$ cat src/rtl/uart_tx.sv
// uart_tx: 8-bit UART transmitter, LSB first, with a one-entry holding register.
//
// Frame: start (0), 8 data bits LSB first, optional parity, STOP_BITS stop bits (1).
// A byte waiting in the holding register is launched on the last cycle of the current
// stop bit, so back-to-back frames go out with no idle gap.
//
// Optional feature: define UART_TX_PARITY_EN to insert a parity bit between the data and
// stop bits (even parity when PARITY_ODD = 0, odd when PARITY_ODD = 1).
//
// Parameters:
//   CLK_FREQ   system clock frequency in Hz
//   BAUD       line rate in bits/s; DIV = CLK_FREQ / BAUD clocks per bit (must be >= 2)
//   STOP_BITS  1 or 2
//   PARITY_ODD parity sense when UART_TX_PARITY_EN is defined (0 or 1)
//
// Ports:
//   clk       system clock, rising edge
//   reset_n   asynchronous active-low reset
//   tx_data   byte to send, sampled on the handshake edge
//   tx_valid  tx_data is valid
//   tx_ready  holding register empty; byte accepted when tx_valid & tx_ready
//   tx        serial line, idle high, registered
//   tx_busy   frame in flight or holding register full
module uart_tx #(
    parameter int unsigned CLK_FREQ   = 50000000,
    parameter int unsigned BAUD       = 115200,
    parameter int unsigned STOP_BITS  = 1,
    parameter int unsigned PARITY_ODD = 0
) (
    input  logic       clk,
    input  logic       reset_n,
    input  logic [7:0] tx_data,
    input  logic       tx_valid,
    output logic       tx_ready,
    output logic       tx,
    output logic       tx_busy
);

    localparam int unsigned DIV   = CLK_FREQ / BAUD;
    localparam int unsigned CNT_W = (DIV < 2) ? 1 : $clog2(DIV);
    localparam logic [CNT_W-1:0] CNT_MAX  = CNT_W'(DIV - 1);
    localparam logic [2:0]       STOP_MAX = 3'(STOP_BITS - 1);

    generate
        if (DIV < 2) begin : g_bad_div
            $error("uart_tx: CLK_FREQ / BAUD must be at least 2");
        end
        if (STOP_BITS != 1 && STOP_BITS != 2) begin : g_bad_stop
            $error("uart_tx: STOP_BITS must be 1 or 2");
        end
        if (PARITY_ODD > 1) begin : g_bad_parity
            $error("uart_tx: PARITY_ODD must be 0 or 1");
        end
    endgenerate

    typedef enum logic [2:0] {
        StIdle,
        StStart,
        StData,
`ifdef UART_TX_PARITY_EN
        StParity,
`endif
        StStop
    } state_e;

    state_e           state_q;
    logic [7:0]       hold_q;
    logic             hold_full_q;
    logic [7:0]       shift_q;
    logic [CNT_W-1:0] cnt_q;
    logic [2:0]       idx_q;      // data bit index in StData, stop bit index in StStop
    logic             tx_q;
`ifdef UART_TX_PARITY_EN
    logic             parity_q;
`endif

    logic bit_end;
    logic stop_end;
    logic load;

    assign bit_end  = (cnt_q == CNT_MAX);
    assign stop_end = (state_q == StStop) && bit_end && (idx_q == STOP_MAX);
    // Launch the held byte from idle, or seamlessly on the last cycle of the last stop bit.
    assign load     = hold_full_q && ((state_q == StIdle) || stop_end);

    always_ff @(posedge clk or negedge reset_n) begin
        if (!reset_n) begin
            state_q     <= StIdle;
            hold_q      <= 8'h00;
            hold_full_q <= 1'b0;
            shift_q     <= 8'h00;
            cnt_q       <= '0;
            idx_q       <= 3'd0;
            tx_q        <= 1'b1;
`ifdef UART_TX_PARITY_EN
            parity_q    <= 1'b0;
`endif
        end else begin
            // Accept never coincides with load: load needs hold_full, accept needs !hold_full.
            if (tx_valid && !hold_full_q) begin
                hold_q      <= tx_data;
                hold_full_q <= 1'b1;
            end

            unique case (state_q)
                StIdle: begin
                    cnt_q <= '0;
                end
                StStart: begin
                    if (bit_end) begin
                        cnt_q   <= '0;
                        idx_q   <= 3'd0;
                        tx_q    <= shift_q[0];
                        state_q <= StData;
                    end else begin
                        cnt_q <= cnt_q + CNT_W'(1);
                    end
                end
                StData: begin
                    if (bit_end) begin
                        cnt_q <= '0;
                        if (idx_q == 3'd7) begin
                            idx_q   <= 3'd0;
`ifdef UART_TX_PARITY_EN
                            tx_q    <= parity_q;
                            state_q <= StParity;
`else
                            tx_q    <= 1'b1;
                            state_q <= StStop;
`endif
                        end else begin
                            idx_q   <= idx_q + 3'd1;
                            shift_q <= shift_q >> 1;
                            tx_q    <= shift_q[1];
                        end
                    end else begin
                        cnt_q <= cnt_q + CNT_W'(1);
                    end
                end
`ifdef UART_TX_PARITY_EN
                StParity: begin
                    if (bit_end) begin
                        cnt_q   <= '0;
                        idx_q   <= 3'd0;
                        tx_q    <= 1'b1;
                        state_q <= StStop;
                    end else begin
                        cnt_q <= cnt_q + CNT_W'(1);
                    end
                end
`endif
                StStop: begin
                    if (bit_end) begin
                        cnt_q <= '0;
                        if (idx_q == STOP_MAX) begin
                            state_q <= StIdle;
                        end else begin
                            idx_q <= idx_q + 3'd1;
                        end
                    end else begin
                        cnt_q <= cnt_q + CNT_W'(1);
                    end
                end
                default: begin
                    state_q <= StIdle;
                    cnt_q   <= '0;
                    tx_q    <= 1'b1;
                end
            endcase

            // Overrides the case above on a launch edge.
            if (load) begin
                shift_q     <= hold_q;
                hold_full_q <= 1'b0;
                tx_q        <= 1'b0;
                cnt_q       <= '0;
                state_q     <= StStart;
`ifdef UART_TX_PARITY_EN
                parity_q    <= (^hold_q) ^ PARITY_ODD[0];
`endif
            end
        end
    end

    assign tx       = tx_q;
    assign tx_ready = !hold_full_q;
    assign tx_busy  = (state_q != StIdle) || hold_full_q;

endmodule
$ cat config.mk
export PLATFORM = sky130hd
export DESIGN_NAME = uart_tx
export DESIGN_NICKNAME = d
export VERILOG_FILES = /design/src/rtl/uart_tx.sv
export SDC_FILE = /design/constraint.sdc
export NUM_CORES = 1
export LEC_CHECK = 0
export ABC_CLOCK_PERIOD_IN_PS = 4700
export CAP_MARGIN = 15
export CORE_MARGIN = 4
export CORE_UTILIZATION = 45
export CTS_BUF_LIST = sky130_fd_sc_hd__clkbuf_16
export CTS_CLUSTER_SIZE = 24
export DETAILED_ROUTE_END_ITERATION = 7
export PLACE_DENSITY = 0.7
export RECOVER_POWER = 50
export SETUP_SLACK_MARGIN = 0.02
export SLEW_MARGIN = 5
export SYNTH_ARGS = -nofsm -noshare
export SYNTH_HDL_FRONTEND = slang
export SYNTH_SLANG_ARGS = --single-unit
$ cat constraint.sdc
create_clock -name clk -period 4.7 [get_ports clk]
set_input_delay 0.705 -clock clk [delete_from_list [all_inputs] [get_ports clk]]
set_output_delay 0.705 -clock clk [all_outputs]
set_load 0.1 [all_outputs]
==> results.toml <==
[global_routing]
grt_overflow = 0
initial_antenna_violation_count = 0
grt_first_pass_wirelength_um = 5090
grt_max_degree = 33
grt_usage_pct = 13.7
via_count_of_the_first_global_routing_pass = 1106

[clocking]
clock_tree_from_tritoncts = "done"
root_buffer = "clkbuf_16"
cts.sinks = 32
cts.reportedPaths.clkPinSlew_ns = 0.05
cts-resized-gates = 0
ctsHoldBuffers = 0
cts.htree.levels = 2
cts_max_path_buffers = 2
numCtsBuffers = 5
clock_insertion_delay_worst_skew_ns = 0.27
post-cts-setup-buffers = 0

[worst_setup_path]
timing.critical_path.cells = "inv_1, ha_1, nand2_1, clkdlybuf4s50_1"
worst_path_largest_cell_delay_ns = 1.13
end_kind = "output pin"
crit_type = "reg2out"
crit_path_top_delay_cell = "clkdlybuf4s50_1"
setup.worst_path.start_class = "register"
worst-endpoint-required_ns = 3.99
cp_max_fo = 6
worstPathArrival_ns = 2.27

[floorplan]
coreArea_um2 = 3630
fp-row-count = 22
dieWidth_um = 69.3
die_area_um2 = 4800
boundaryPins = 14
dieHeight_um = 69.3
initial_utilization_pct = 46.5

[placement]
place.port_buffers = 13
placedInstanceArea_um2 = 1840
routabilityCongestion = 0.838
place.detailed.hpwl_um = 2020
placedCellCount = 200

[yosys]
synth_ff_type = "dfrtp_1"
synth_top_area_share_pct = 45.9
netlist_area_um2 = 1690
post_synth_most_frequent_cells = "dfrtp_1 (31), mux2_2 (16), nor2_1 (13)"
yosys-top-cells-area = "dfrtp_1 (46%), mux2_2 (11%), ha_1 (7.4%)"
yosysMostFrequentCell = "dfrtp_1"
syn_inst = 143
synthesis.yosys.warnings = 0
synth-edff-count = 0
synthesis.area_per_instance_um2 = 11.8
synth_largest_area_cell = "dfrtp_1"
async_flop_share_pct = 100
netlist_cell_types = 36
syn_nets = 164
ys_seq_area_share_pct = 47.4
synth-seq-cells = 32

[pwr]
vdd_ir_drop_max_v = 0.000343
power-per-cell-area_nw_per_um2 = 647
leakage_uw = 0.000884

[sta]
final.min_clock_period_ns = 2.98
max_slew_headroom_pct = -11.0
worst_hold_slack_ns = 0.504
max_freq_mhz = 336
finClkSkew_ns = 0.00261
worst-slew-pin-transition_ns = 1.67
unrepaired_setup_endpoints_after_global_routing = "no"
timing.final.crit_share_pct = 63.3
final_max_slew_violation_count = 33
setup_viol = 0
number_of_failing_hold_endpoints_at_the_final_stage = 0
fin_setup_tns_ns = 0

[drt]
via_per_inst = 5.18
drt-pass1-iter-count = 4
drt-initial-drc-count = 56
wirelength_um = 2870
total_number_of_vias = 1078
post_drt_wl_per_cell_um = 13.8
remaining_drc_errors = 0
antenna_violating_nets_post_route = 0

[finish]
final_layout_size_suffix_gt1_share_pct = 19.4
num_antenna_cells = 0
fin_util_pct = 54.0
final_nets = 180
instances_no_fill = 208
syn2layout_area_growth_pct = 16.1
nFillCells = 332
layout.cell_area.non_filler_um2 = 1960

[status]
failed_checks = "max-capacitance violations, max-slew violations"
run_status = "complete, but fails checks"

[worst_hold_path]
hold_path.class = "reg2reg"

[run]
cap_violations = 1
-- logic make-up after synthesis --
family / after synthesis / share of synthesized area [%]
DFF: 32 / 47.4
adders and majority gates: 10 / 7.40
buffers and inverters: 13 / 4.37
and+or+nand+nor: 37 / 12.9
xor gates and xnor gates: 7 / 3.63
AOI/OAI and AO/OA: 21 / 7.99
muxes: 23 / 16.3
-- power breakdown --
part           leakage (µW)  total [µW]  internal [µW]  switching (µW)
logic              0.000409         529            233             296
registers          0.000401         447            383            64.3
clock network     0.0000738         292            189             103
-- per-layer routing --
layer  up-vias  track usage (%)  part of all wire, %
met5         -                0                    0
met4         0             6.72                  1.6
met3         5             5.36                  4.0
met2        16             20.7                   47
met1       535             16.9                   47
li1        522                -                    -
-- sequential cells by signal, summed over array words and instances, names as in the netlist --
name,count
idx_q,3
state_q,2
hold_q,8
shift_q,8
tx,1
hold_full_q,1
cnt_q,9
-- final timing paths --
path / from / endpoint / slack [ns] / cells after the start
min: hold_q[2]$_DFFE_PN0P_ / shift_q[2]$_DFFE_PN0P_ / 0.50 / 1
min in group asynchronous: reset_n / cnt_q[8]$_DFF_PN0_ / 1.39 / 2
min reg2reg: hold_q[2]$_DFFE_PN0P_ / shift_q[2]$_DFFE_PN0P_ / 0.50 / 1
max in group asynchronous: reset_n / shift_q[6]$_DFFE_PN0P_ / 2.34 / 2
max reg2reg: cnt_q[1]$_DFF_PN0_ / shift_q[6]$_DFFE_PN0P_ / 1.85 / 7
max: state_q[0]$_DFFE_PN0P_ / tx_busy / 1.72 / 4
-- critical path, delay by kind of cell, from the launching register on --
family | cells | cell delay [ns]
adders and majority gates | 1 | 0.29
buffers and inverters | 2 | 1.23
DFF | 1 | 0.38
and+or+nand+nor | 1 | 0.10
-- metrics by stage --
| step | total power, µW | setup slack [ns] |
|---|---|---|
| 5_1_grt | 1360 | 1.60 |
| 4_1_cts | 1290 | 1.72 |
| 2_1_floorplan | 889 | 2.12 |
| 3_3_place_gp | 960 | 2.06 |
| 3_5_place_dp | 980 | 2.01 |
| 6_report | 1270 | 1.72 |
-- placed cells by master (no fill, tap or decap) --
cell / count
ha_1: 10
clkbuf_1: 1
o21ai_0: 9
a211o_1: 1
a311oi_1: 1
a31oi_1: 1
nand2_2: 1
nor2_4: 1
mux2_4: 5
and2_1: 1
a21oi_1: 4
dlygate4sd3_1: 1
dfrtp_1: 31
xor2_1: 4
xnor2_1: 3
and4_1: 1
mux2_2: 16
clkbuf_16: 5
clkdlybuf4s50_1: 12
inv_1: 10
clkinv_1: 1
nor2b_1: 3
nand2b_1: 2
nand2_1: 6
o21bai_1: 2
nor4_1: 2
nand4_1: 1
dfstp_2: 1
nor2_1: 13
o21a_1: 1
nand4b_4: 1
a211oi_1: 1
nor3_1: 2
mux2i_1: 2
a41oi_2: 1
nand3_1: 3
-- cell type report --
| class | instances | area [µm²] | share of cell area (%) |
|---|---|---|---|
| timing repair buffer | 14 | 134 | 6.82 |
| clock inverter | 3 | 11.3 | 0.574 |
| tap | 48 | 60.1 | 3.06 |
| multi-input combinational | 98 | 800 | 40.8 |
| clock buffer | 5 | 125 | 6.38 |
| inverter | 8 | 30.0 | 1.53 |
| sequential | 32 | 802 | 40.9 |
No activity file was read; power rests on OpenSTA's default activity.
